--- src/rtl/acc_control_fsm.sv ---
// Multicycle control unit for a 16-bit accumulator CPU: FETCH/DECODE/MEM/WB/BRANCH/HALT.
// Latency: NOP 2+w, LDI/JUMP/BEQZ 3+w, STORE 3+2w, LOAD/ALU 4+2w cycles (w = memory wait cycles).
// Backpressure: FETCH and MEM hold their memory request until MemAck; MemAck elsewhere is ignored.
//
// Ports:
//   clk, reset        rising-edge clock, asynchronous active-high reset
//   Opcode, Zero      IR[15:12] (valid from DECODE onward), accumulator-is-zero flag
//   MemAck            one-cycle completion strobe for MemRead/MemWrite
//   MemRead/MemWrite/IorD                 memory request and address select
//   IRWrite/PCWrite/PCSrc                 instruction register and PC control
//   ACCWrite/ACCSrc/ALUOp                 accumulator write, input mux and ALU operation
//   Halted, RetireCount                   HALT indicator, retired-instruction counter
module acc_control_fsm (
    input  logic        clk,
    input  logic        reset,
    input  logic [3:0]  Opcode,
    input  logic        Zero,
    input  logic        MemAck,
    output logic        MemRead,
    output logic        MemWrite,
    output logic        IorD,
    output logic        IRWrite,
    output logic        PCWrite,
    output logic        PCSrc,
    output logic        ACCWrite,
    output logic [1:0]  ACCSrc,
    output logic [1:0]  ALUOp,
    output logic        Halted,
    output logic [15:0] RetireCount
);

    localparam logic [2:0] S_FETCH  = 3'd0;
    localparam logic [2:0] S_DECODE = 3'd1;
    localparam logic [2:0] S_MEM    = 3'd2;
    localparam logic [2:0] S_WB     = 3'd3;
    localparam logic [2:0] S_BRANCH = 3'd4;
    localparam logic [2:0] S_HALT   = 3'd5;

    localparam logic [3:0] OP_LOAD  = 4'h0;
    localparam logic [3:0] OP_STORE = 4'h1;
    localparam logic [3:0] OP_ADD   = 4'h2;
    localparam logic [3:0] OP_SUB   = 4'h3;
    localparam logic [3:0] OP_AND   = 4'h4;
    localparam logic [3:0] OP_OR    = 4'h5;
    localparam logic [3:0] OP_LDI   = 4'h6;
    localparam logic [3:0] OP_BEQZ  = 4'h7;
    localparam logic [3:0] OP_JUMP  = 4'h8;
    localparam logic [3:0] OP_HALT  = 4'hF;

    logic [2:0]  state_q, state_d;
    logic [3:0]  opcode_q, opcode_d;
    logic [15:0] retire_q, retire_d;

    // State register
    always_ff @(posedge clk or posedge reset) begin
        if (reset) begin
            state_q  <= S_FETCH;
            opcode_q <= 4'h0;
            retire_q <= 16'h0000;
        end else begin
            state_q  <= state_d;
            opcode_q <= opcode_d;
            retire_q <= retire_d;
        end
    end

    // Next-state logic. DECODE routes on the live Opcode input since the
    // latched copy only becomes valid one cycle later.
    always_comb begin
        state_d  = state_q;
        opcode_d = opcode_q;
        case (state_q)
            S_FETCH: begin
                if (MemAck) state_d = S_DECODE;
            end
            S_DECODE: begin
                opcode_d = Opcode;
                case (Opcode)
                    OP_LOAD, OP_STORE, OP_ADD,
                    OP_SUB, OP_AND, OP_OR:     state_d = S_MEM;
                    OP_LDI:                    state_d = S_WB;
                    OP_BEQZ, OP_JUMP:          state_d = S_BRANCH;
                    OP_HALT:                   state_d = S_HALT;
                    default:                   state_d = S_FETCH;
                endcase
            end
            S_MEM: begin
                if (MemAck) state_d = (opcode_q == OP_STORE) ? S_FETCH : S_WB;
            end
            S_WB:     state_d = S_FETCH;
            S_BRANCH: state_d = S_FETCH;
            S_HALT:   state_d = S_HALT;
            default:  state_d = S_FETCH;
        endcase
    end

    // An instruction retires whenever control returns to FETCH from any
    // other state; HALT never returns, so it is never counted.
    always_comb begin
        retire_d = retire_q;
        if (state_q != S_FETCH && state_q != S_HALT && state_d == S_FETCH)
            retire_d = retire_q + 16'd1;
    end

    // Output decode. Reset gates every output so the FETCH read request is
    // not visible while reset is held.
    always_comb begin
        MemRead  = 1'b0;
        MemWrite = 1'b0;
        IorD     = 1'b0;
        IRWrite  = 1'b0;
        PCWrite  = 1'b0;
        PCSrc    = 1'b0;
        ACCWrite = 1'b0;
        ACCSrc   = 2'd0;
        ALUOp    = 2'd0;
        Halted   = 1'b0;
        if (!reset) begin
            case (state_q)
                S_FETCH: begin
                    MemRead = 1'b1;
                    IRWrite = MemAck;
                    PCWrite = MemAck;
                end
                S_MEM: begin
                    IorD = 1'b1;
                    if (opcode_q == OP_STORE) MemWrite = 1'b1;
                    else                      MemRead  = 1'b1;
                end
                S_WB: begin
                    ACCWrite = 1'b1;
                    case (opcode_q)
                        OP_LOAD: ACCSrc = 2'd1;
                        OP_LDI:  ACCSrc = 2'd2;
                        default: begin
                            ACCSrc = 2'd0;
                            // ADD..OR are opcodes 2..5; low bits minus 2 give 0..3
                            ALUOp  = opcode_q[1:0] - 2'd2;
                        end
                    endcase
                end
                S_BRANCH: begin
                    PCSrc   = 1'b1;
                    PCWrite = (opcode_q == OP_JUMP) ? 1'b1 : Zero;
                end
                S_HALT:   Halted = 1'b1;
                default: ;
            endcase
        end
    end

    assign RetireCount = retire_q;

endmodule

--- config.mk ---
export PLATFORM = sky130hd
export DESIGN_NAME = acc_control_fsm
export DESIGN_NICKNAME = d
export VERILOG_FILES = /design/src/rtl/acc_control_fsm.sv
export SDC_FILE = /design/constraint.sdc
export NUM_CORES = 1
export LEC_CHECK = 0
export CORE_MARGIN = 5
export CORE_UTILIZATION = 46
export CTS_CLUSTER_SIZE = 16
export DETAILED_ROUTE_END_ITERATION = 10
export PLACE_DENSITY = 0.78
export SLEW_MARGIN = 20
export SYNTH_ARGS = -nofsm -noshare
export SYNTH_HDL_FRONTEND = slang
export SYNTH_SLANG_ARGS = --single-unit
--- constraint.sdc ---
create_clock -name clk -period 2.8 [get_ports clk]
set_clock_uncertainty 0.1 [all_clocks]
set_input_delay 0.56 -clock clk [delete_from_list [all_inputs] [get_ports clk]]
set_output_delay 0.56 -clock clk [all_outputs]
set_load 0.03 [all_outputs]
* Yosys cells after proc, flatten, opt, wreduce, memory -nomap -nowiden
Memory sizes are Yosys's and may differ from the RTL's.
Cells that the tools add are included.
Widths: inputs -> output; s select.
** Storage, ports and cells
- Register bits after elaboration :: 23
- ROM bits :: 48
- Input port bits :: 8
- Output and inout port bits :: 28
- Logic and storage cells :: 51
- Memories :: 1
** Cells by class
- $add $sub $neg :: 2
- Eq/ne operators :: 9
- Multiplexer cells :: 29
- Reductions and logical operators :: 7
** Memories
- (name not given) :: words 16, bits a word 3, read ports 1, clocked after memory_dff 0, wr ports 0, RTL line 78 : case (Opcode)
** Operator list (number)
- $mux 1 :: 17
- $add 16x1->16 const B :: 1
- $mux 2 :: 6
- $pmux 3 s4 :: 1
- $eq 3x2->1 const B :: 2
- $eq 3x3->1 const B :: 2
- $logic_not 3->1 :: 2
- $mux 3 :: 2
- $eq 4x1->1 const B :: 1
- $eq 4x3->1 const B :: 1
- $eq 4x4->1 const B :: 1
- $logic_not 4->1 :: 1
- $pmux 1 s2 :: 2
- $pmux 2 s2 :: 1
- $eq 3x1->1 const B :: 1
- $ne 3x3->1 const B :: 1
- $reduce_bool 3->1 :: 1
- $logic_and 1x1->1 :: 2
- $reduce_or 2->1 :: 1
- $sub 2x2->2 const B :: 1

* Logic depth before layout (Yosys ltp)
Gate-level depths: netlist (run 1).
- Word-level depth :: 6
- Mapped depth :: 9
- Depth with buffers taken out :: 7

* Worst setup path before layout (run 1)
OpenSTA, ideal clock, no wires.
- Kind :: input port to output port
- Start :: input port reset
- End :: output port PCWrite
- Data arrival time :: 2133 ps
- Data required time :: 2140 ps
- Slack :: 7 ps
- Stages :: 3
- Buffers on the path :: 0
- Cell sequence :: nor4_1 > o21ai_0 > nand2b_1
** On the way
- Cells in the longest elaborated chain, start to end :: 1
** RTL lines
- start, declared :: RTL line 15 : input logic reset,
- $mux 1 :: RTL line 118 : if (!reset) begin
- end, declared :: RTL line 23 : output logic PCWrite,
No other way between the ends.

* Final worst setup path (run 1)
- Start :: input port reset
- End :: output port Halted
** On the way
- Cells in the longest elaborated chain, start to end :: 1
** RTL lines
- $mux 1 :: RTL line 118
- end, declared :: RTL line 28 : output logic Halted,
No other way between the ends.

==> flow_metrics.env, run 1 <==
export IMPL_synth_top_area_share_pct=47.1
export IMPL_synth_seq_cells=23
export IMPL_fp_dieW_um=61.6
export IMPL_report_final_slew_viol_count=0
export IMPL_antenna_found_initial=0
export IMPL_synthFlopType="dfrtp_1"
export IMPL_tritoncts="done"
export IMPL_cts_buffers=3
export IMPL_worstPathMaxFanout=4
export IMPL_via_count=1035
export IMPL_dr_pass1_iters=4
export IMPL_leakage_nw=0.811
export IMPL_cts_sinks=23
export IMPL_ant_nets=0
export IMPL_reg2regPathDepth=7
export IMPL_endpoint="Halted"
export IMPL_drive_gt1_share_pct=15.8
export IMPL_final_setup_viol_count=0
export IMPL_final_util_pct=65.5
export IMPL_nets=175
export IMPL_clk_pin_slew_ps=120
export IMPL_busiest_layer="met2"
export IMPL_drtIter0Drc=58
export IMPL_rsz0062_at_grt="false"
export IMPL_hpwl_mm=2.10
export IMPL_grt_pass1_wl_mm=4.47
export IMPL_met1_usage_pct=19.7
export IMPL_cts_root_buf="clkbuf_4"
export IMPL_dieHeight_um=61.6
export IMPL_synth_cell_types=32
export IMPL_viasPerCell=5.31
export IMPL_syn_area_um2=1220
export IMPL_reg2reg_to="RetireCount[15]"
export IMPL_drt_wirelength_per_cell_um=13.9
export IMPL_fin_tns_setup_ps=0
export IMPL_port_buffers=35
export IMPL_synthToLayoutAreaGrowth_pct=34.0
export IMPL_finalPower_mw=0.511
export IMPL_async_flop_share_pct=100
export IMPL_synth_area_top_cells="dfrtp_1 (47%), xor2_1 (7.2%), mux2_2 (4.6%), nor3_1 (4.5%), xnor2_1 (4.3%)"
export IMPL_synth_top_area_cell="dfrtp_1"
export IMPL_synth_nets=133
export IMPL_cap_violations=0
export IMPL_fillerInstances=208
export IMPL_worst_slew_pin_slew_ps=384
export IMPL_criticalPathCategory="input port to output port"
export IMPL_period_share_pct=96.3
export IMPL_die_area_um2=3790
export IMPL_ctsHoldBuffers=0
export IMPL_cp_data_required_time_ps=2140
export IMPL_io_pins=36
export IMPL_peakVddDrop_uv=284
export IMPL_crit_arrival_ps=2040
export IMPL_grt_total_usage_pct=15.7
export IMPL_clock_path_buffers=2
export IMPL_slew_headroom_pct=74.1
export IMPL_grtUsageMet3_pct=4.19
export IMPL_start_util_pct=48.9
export IMPL_min_path_type="register to register"
export IMPL_syn_area_per_cell_um2=9.86
export IMPL_yosysMostFrequentCell="dfrtp_1"
export IMPL_htreeDepth=1
export IMPL_use_met2_pct=25.9
export IMPL_yosys_warnings=0
export IMPL_postRouteWirelength_mm=2.71
export IMPL_grt_start_max_net_pins=24
export IMPL_drc=0
export IMPL_timing_rr_start="opcode_q[1]"
export IMPL_status="completed"
export IMPL_synth_seq_area_share_pct=47.1
export IMPL_clkLatencyLatePin_ps=300
export IMPL_gp_congestion=0.809
export IMPL_timing_reg2reg_setup_slack_ps=320
export IMPL_core_area_um2=2500
export IMPL_synth_cells=124
export IMPL_p_per_area_nw_per_um2=312
export IMPL_fin_crit_ps=2700
export IMPL_end_kind="output port"
export IMPL_first_global_vias=1044
export IMPL_fmax_mhz=371
export IMPL_rows=18
export IMPL_startpoint_type="input port"
export IMPL_num_antenna_cells=0
export IMPL_startpoint="reset"
export IMPL_synthTopCellsByCount="dfrtp_1 (23), nor2_1 (12), nor3_1 (11)"
export IMPL_synth_edf_count=0
export IMPL_grt_remaining_overflow=0
export IMPL_hold_viol=0
[worst min path at each step]
stage | cells past startpoint | from | endpoint | slack, ps
2_1_floorplan | 1 | reset | RetireCount[0] | 460
6_report | 1 | RetireCount[15] | RetireCount[15] | 380
5_1_grt | 1 | RetireCount[15] | RetireCount[15] | 420
3_5_place_dp | 1 | RetireCount[15] | RetireCount[15] | 370
4_1_cts | 1 | RetireCount[15] | RetireCount[15] | 390
3_3_place_gp | 1 | RetireCount[15] | RetireCount[15] | 360
[layer usage]
metal | routed length, um | part of all wire (%)
met5 | 0 | 0
met1 | 1150 | 42
met2 | 1280 | 47
met3 | 249 | 9.2
met4 | 34 | 1.3
[where the power goes]
| part | switching [mW] | internal, mW |
|---|---|---|
| Sequential | 0 | 0.332 |
| Combinational | 0.0154 | 0.0148 |
| Clock | 0.0930 | 0.0555 |
[critical path, cell delays in order]
cell and delay (ps):
clkdlybuf4s50_1 450, buf_4 160, nor3_1 170, clkdlybuf4s50_1 690
[cells in the final DEF (no fill, tap or decap), types with 2 or more instances in the layout]
master and instances:
and2_1 2, buf_4 15, clkbuf_4 3, clkdlybuf4s50_1 24
dfrtp_1 23, dlymetal6s2s_1 2, inv_1 9, mux2_2 5
nand2_1 8, nand2b_1 3, nand3_1 8, nor2_1 12
nor3_1 11, nor4_1 3, or3_1 3, xnor2_1 6
xor2_1 10
[area by class of cell]
type	count	area (um^2)	area share [%]
timing repair buffer	41	378	23.1
clock buffer	4	26.3	1.60
inverter	9	33.8	2.06
sequential	23	576	35.1
tap	30	37.5	2.29
multi-input combinational	88	587	35.8
[sequential cells by signal (all words and copies together), names as in the netlist]
signal / flops
RetireCount: 16
opcode_q: 4
state_q: 3
[cell families (layout without fill, tap and decap cells)]
family	count (synthesis)	count (layout)	share of synthesized area [%]
compound gates	8	8	4.81
buf+inv	13	54	4.91
xor+xnor	16	16	11.5
mux	5	5	4.61
fa+ha+maj	1	1	1.02
flops	23	23	47.1
simple gates	58	58	26.1
[per-stage QoR]
stage / hold WS (ps) / instance area, um^2 / cells / setup slack [ps]
2_1_floorplan: 458 / 1220 / 124 / 7.38
6_report: 385 / 1640 / 195 / 102
3_3_place_gp: 357 / 1610 / 191 / -58.8
5_1_grt: 421 / 1640 / 195 / 9.13
3_5_place_dp: 369 / 1610 / 191 / -98.4
4_1_cts: 390 / 1630 / 195 / 10.7
[what timing repair did]
action | CTS | global route
setup endpoints to repair | 0 | 2
buffers inserted | 0 | 0
gates resized for setup | 0 | 2
Note: power is estimated with default switching activity, not from simulation.
==> run 2: changes to the inputs <==
--- a/config.mk
+++ b/config.mk
@@ -6,10 +6,10 @@
 export NUM_CORES = 1
 export LEC_CHECK = 0
 export CORE_MARGIN = 5
-export CORE_UTILIZATION = 46
+export CORE_UTILIZATION = 45
 export CTS_CLUSTER_SIZE = 16
 export DETAILED_ROUTE_END_ITERATION = 10
-export PLACE_DENSITY = 0.78
+export PLACE_DENSITY = 0.77
 export SLEW_MARGIN = 20
 export SYNTH_ARGS = -nofsm -noshare
 export SYNTH_HDL_FRONTEND = slang
==> run 2 against run 1 <==
Net effect:
- core utilization is 3.3 points lower
- critical path depth is 2 higher
- sequential power hardly changed
- critical path type unchanged
- clock power hardly changed
- flip-flop and latch count stayed put
- die area is 1.9% higher
- fmax is 1.3% higher
- final cell count is 2.6% higher
- first-iteration DRC count is 31% lower
- clock-buffer cell count is 1 lower
- wire length is 1.0% lower
- setup slack better by 34 ps
==> flow_metrics.env, run 2 (synthesis results as in run 1) <==
export IMPL_worst_slew_pin_slew_ps=344
export IMPL_dr_pass1_iters=4
export IMPL_final_setup_viol_count=0
export IMPL_hold_path_startpoint="RetireCount[15]"
export IMPL_p_per_area_nw_per_um2=309
export IMPL_cts_sinks=23
export IMPL_fp_dieW_um=62.1
export IMPL_hpwl_mm=2.04
export IMPL_cp_data_required_time_ps=2140
export IMPL_clk_pin_slew_ps=120
export IMPL_gp_congestion=0.802
export IMPL_startpoint_type="input port"
export IMPL_cp_top_family="simple AND/OR/NAND/NOR gates"
export IMPL_end_kind="output port"
export IMPL_slowest_stage="clkdlybuf4s50_1"
export IMPL_port_buffers=35
export IMPL_antenna_found_initial=0
export IMPL_crit_arrival_ps=2000
export IMPL_drive_gt1_share_pct=19.5
export IMPL_fmax_mhz=375
export IMPL_hold_viol=0
export IMPL_fin_tns_setup_ps=0
export IMPL_nets=179
export IMPL_grt_total_usage_pct=14.8
export IMPL_whs_ps=391
export IMPL_cts_setup_buffers=0
export IMPL_die_area_um2=3860
export IMPL_fin_crit_ps=2660
export IMPL_cts_root_buf="clkbuf_4"
export IMPL_period_share_pct=95.1
export IMPL_drtIter0Drc=40
export IMPL_path_cells="clkdlybuf4s50_1 -> nor2_1 -> nand3_1 -> or3_1 -> nor3_1 -> buf_4"
export IMPL_ctsHoldBuffers=0
export IMPL_cts_buffers=3
export IMPL_slew_headroom_pct=76.8
export IMPL_fin_cells=200
export IMPL_report_final_slew_viol_count=0
export IMPL_synthToLayoutAreaGrowth_pct=36.6
export IMPL_peakVddDrop_uv=272
export IMPL_clock_path_buffers=2
export IMPL_num_antenna_cells=0
export IMPL_viasPerCell=5.25
export IMPL_clkLatencyLatePin_ps=310
export IMPL_drt_wirelength_per_cell_um=13.4
export IMPL_htreeDepth=1
export IMPL_ant_nets=0
export IMPL_rsz0062_at_grt="false"
export IMPL_io_pins=36
export IMPL_first_global_vias=1053
export IMPL_dieHeight_um=62.1
export IMPL_dp_cells=196
export IMPL_via_count=1049
export IMPL_tritoncts="done"
export IMPL_worstPathMaxFanout=5
export IMPL_drc=0
export IMPL_slowest_delay_ps=490
export IMPL_cap_violations=0
export IMPL_min_path_type="register to register"
export IMPL_start_util_pct=45.5
export IMPL_status="completed"
export IMPL_leakage_nw=0.819
export IMPL_timing_rr_start="opcode_q[3]"
export IMPL_final_cell_mix="clkdlybuf4s50_1 (24), dfrtp_1 (23), buf_4 (20)"
export IMPL_rows=19
export IMPL_largest_reg_flops=16
export IMPL_criticalPathCategory="input port to output port"
export IMPL_ctsResizeCount=0
export IMPL_grt_remaining_overflow=0
export IMPL_postRouteWirelength_mm=2.68
export IMPL_startpoint="reset"
export IMPL_grt_start_max_net_pins=24
export IMPL_timing_critical_path_buf_inv=2
export IMPL_grt_pass1_wl_mm=4.82
export IMPL_core_area_um2=2690
export IMPL_final_common_cell="clkdlybuf4s50_1"
run 2: path summary, 6_finish.rpt:
kind | depth (start not counted) | endpoint | slack, ps
min in group asynchronous | 4 | state_q[2] | 730
max in group asynchronous | 4 | opcode_q[1] | 1640
setup reg to reg | 7 | RetireCount[15] | 320
hold / removal | 1 | RetireCount[15] | 390
setup / recovery | 6 | ACCSrc[0] | 140
hold reg to reg | 1 | RetireCount[15] | 390
run 2: routing by layer:
layer | GRT usage [%] | part of all wire, % | wire length [um] | up-vias
met5 | 0 | 0 | 0 | -
met4 | 4.88 | 1.4 | 38 | 0
met3 | 3.24 | 5.5 | 146 | 5
met2 | 23.7 | 46 | 1220 | 38
met1 | 19.5 | 47 | 1270 | 489
li1 | - | - | - | 517
run 2: worst register-to-register path: cells and delay by family (launching register included):
kind                   cells  cell delay (ps)
flip-flops                 1              460
AO/OA/AOI/OAI              1              220
AND/OR/NAND/NOR            4             1250
buffers and inverters      1              190
XOR/XNOR                   1              200
run 2: final cells by class:
cell class              count  area (um^2)
multi-input cells          88          592
well taps                  31         38.8
clock buffers               3         22.5
clock inverters             1         5.00
inverters                   9         33.8
repair buffers             45          403
flip-flops and latches     23          576
fillers                   252         1020
run 2: metrics by stage:
stage	area, um^2	power (mW)	utilization [%]	setup WS (ps)
floorplan	1220	0.349	-	7.38
global placement	1640	0.370	60.9	14.8
detailed placement	1640	0.371	60.9	-1.78
CTS	1660	0.524	61.9	73.1
global route	1670	0.544	62.2	18.3
finish	1670	0.516	62.2	136
run 2: power breakdown:
part / total, mW / switching, mW / internal [mW]
Combinational: 0.0321 / 0.0156 / 0.0165
Sequential: 0.332 / 0 / 0.332
Clock: 0.152 / 0.0981 / 0.0534
==> run 3: changes to the inputs <==
--- a/config.mk
+++ b/config.mk
@@ -5,12 +5,12 @@
 export SDC_FILE = /design/constraint.sdc
 export NUM_CORES = 1
 export LEC_CHECK = 0
+export ABC_AREA = 0
 export CORE_MARGIN = 5
 export CORE_UTILIZATION = 45
 export CTS_CLUSTER_SIZE = 16
 export DETAILED_ROUTE_END_ITERATION = 10
 export PLACE_DENSITY = 0.77
-export SLEW_MARGIN = 20
 export SYNTH_ARGS = -nofsm -noshare
 export SYNTH_HDL_FRONTEND = slang
 export SYNTH_SLANG_ARGS = --single-unit
==> constraint.sdc (replaced) <==
create_clock -name clk -period 3.5 [get_ports clk]
set_clock_uncertainty 0.1 [all_clocks]
set_input_delay 0.7 -clock clk [delete_from_list [all_inputs] [get_ports clk]]
set_output_delay 0.7 -clock clk [all_outputs]
set_load 0.03 [all_outputs]
==> run 3 against run 2 <==
Net effect:
- via count fell by 5.6%
- global-route usage down 0.69 points
- critical path depth fell by 2
- sequential power down 20%
- combinational power is 30% lower
- first-iteration DRC count decreased by 60%
- critical endpoint is now IRWrite
- highest routed layer unchanged
==> flow_metrics.env, run 3 (synthesis results as in run 1) <==
export IMPL_hold_viol=0
export IMPL_hpwl_mm=1.96
export IMPL_drtIter0Drc=16
export IMPL_cap_violations=0
export IMPL_report_final_slew_viol_count=0
export IMPL_ant_nets=0
export IMPL_cts_sinks=23
export IMPL_slew_headroom_pct=44.6
export IMPL_fin_crit_ps=3380
export IMPL_criticalPathCategory="input port to output port"
export IMPL_setup_slack_ps=116
export IMPL_fillerInstances=241
export IMPL_drive_gt1_share_pct=8.13
export IMPL_multiInputGateArea_um2=587
export IMPL_nets=170
export IMPL_fmax_mhz=296
export IMPL_end_kind="output port"
export IMPL_seqCellArea_um2=576
export IMPL_grt_start_max_net_pins=24
export IMPL_p_per_area_nw_per_um2=249
export IMPL_period_share_pct=96.7
export IMPL_fin_tns_setup_ps=0
export IMPL_clk_pin_slew_ps=120
export IMPL_peakVddDrop_uv=255
export IMPL_leakage_nw=0.773
export IMPL_tritoncts="done"
export IMPL_startpoint_type="input port"
export IMPL_cp_data_required_time_ps=2700
export IMPL_gp_congestion=0.897
export IMPL_crit_arrival_ps=2580
export IMPL_rows=19
export IMPL_num_antenna_cells=0
export IMPL_timing_reg2reg_setup_slack_ps=950
export IMPL_fp_dieW_um=62.1
export IMPL_wl_met3_um=176
export IMPL_dp_slack_ps=55.6
export IMPL_worst_slew_pin_slew_ps=831
export IMPL_postRouteWirelength_mm=2.58
export IMPL_wl_met1_mm=1.24
export IMPL_io_pins=36
export IMPL_grt_total_usage_pct=14.1
export IMPL_final_cell_mix="clkdlybuf4s50_1 (33), dfrtp_1 (23), nor2_1 (12)"
export IMPL_start_util_pct=45.5
export IMPL_ctsHoldBuffers=0
export IMPL_rsz0062_at_grt="false"
export IMPL_dr_pass1_iters=6
export IMPL_cts_buffers=3
export IMPL_final_common_cell="clkdlybuf4s50_1"
export IMPL_worstPathMaxFanout=3
export IMPL_drc=0
export IMPL_htreeDepth=1
export IMPL_dieHeight_um=62.1
export IMPL_top_layer="met4"
export IMPL_cts_root_buf="clkbuf_4"
export IMPL_grt_remaining_overflow=0
export IMPL_wl_met2_mm=1.15
export IMPL_clkLatencyLatePin_ps=300
export IMPL_core_area_um2=2690
export IMPL_die_area_um2=3860
export IMPL_antenna_found_initial=0
export IMPL_grt_pass1_wl_mm=4.66
export IMPL_port_buffers=35
export IMPL_clock_path_buffers=2
export IMPL_viasPerCell=5.18
export IMPL_status="completed"
export IMPL_via_count=990
export IMPL_synthToLayoutAreaGrowth_pct=33.0
export IMPL_drt_wirelength_per_cell_um=13.5
export IMPL_first_global_vias=1048
export IMPL_largest_reg_flops=16
export IMPL_min_path_type="register to register"
export IMPL_final_setup_viol_count=0
## run 3: path summary, 6_finish.rpt
| path | from | to | depth (start not counted) |
|---|---|---|---|
| worst min register to register | RetireCount[15] | RetireCount[15] | 1 |
| min in group asynchronous | reset | state_q[1] | 3 |
| max in group asynchronous | reset | RetireCount[9] | 3 |
| worst max register to register | opcode_q[1] | RetireCount[9] | 6 |
| worst max-delay path | MemAck | IRWrite | 4 |
| worst min-delay path | RetireCount[15] | RetireCount[15] | 1 |
## run 3: critical path, cell delays in order
cell             delay [ps]
clkdlybuf4s50_1         480
or3b_2                  480
nor3_1                  200
clkdlybuf4s50_1         720
## run 3: power breakdown
part / total, mW / switching, mW / internal, mW
logic: 0.0224 / 0.0118 / 0.0106
registers: 0.266 / 0 / 0.266
clock network: 0.117 / 0.0741 / 0.0425
## run 3: through the flow
stage / util (%) / hold WS (ps) / power, mW / cell area (um^2) / instances
after CTS: 60.3 / 396 / 0.411 / 1620 / 191
after global routing: 60.5 / 424 / 0.430 / 1630 / 191
after global placement: 59.3 / 360 / 0.293 / 1590 / 187
after floorplan: - / 458 / 0.279 / 1220 / 124
final: 60.5 / 387 / 0.405 / 1630 / 191
after detailed placement: 59.3 / 368 / 0.294 / 1590 / 187
## run 3: cell type report
cell class | count | share of cell area (%)
clock inverters | 1 | 0.308
repair buffers | 36 | 22.3
flip-flops and latches | 23 | 35.4
well taps | 31 | 2.39
multi-input cells | 88 | 36.1
inverters | 9 | 2.08
clock buffers | 3 | 1.39
## run 3: repair_timing
item	CTS	global route
endpoints found under the setup margin	0	2
setup buffers	0	0
resized for setup	0	2
## run 3: metal layers
layer | vias to the layer above | GRT usage, %
li1 | 495 | -
met1 | 458 | 18.3
met2 | 35 | 23.1
met3 | 2 | 4.14
met4 | 0 | 2.71
met5 | - | 0
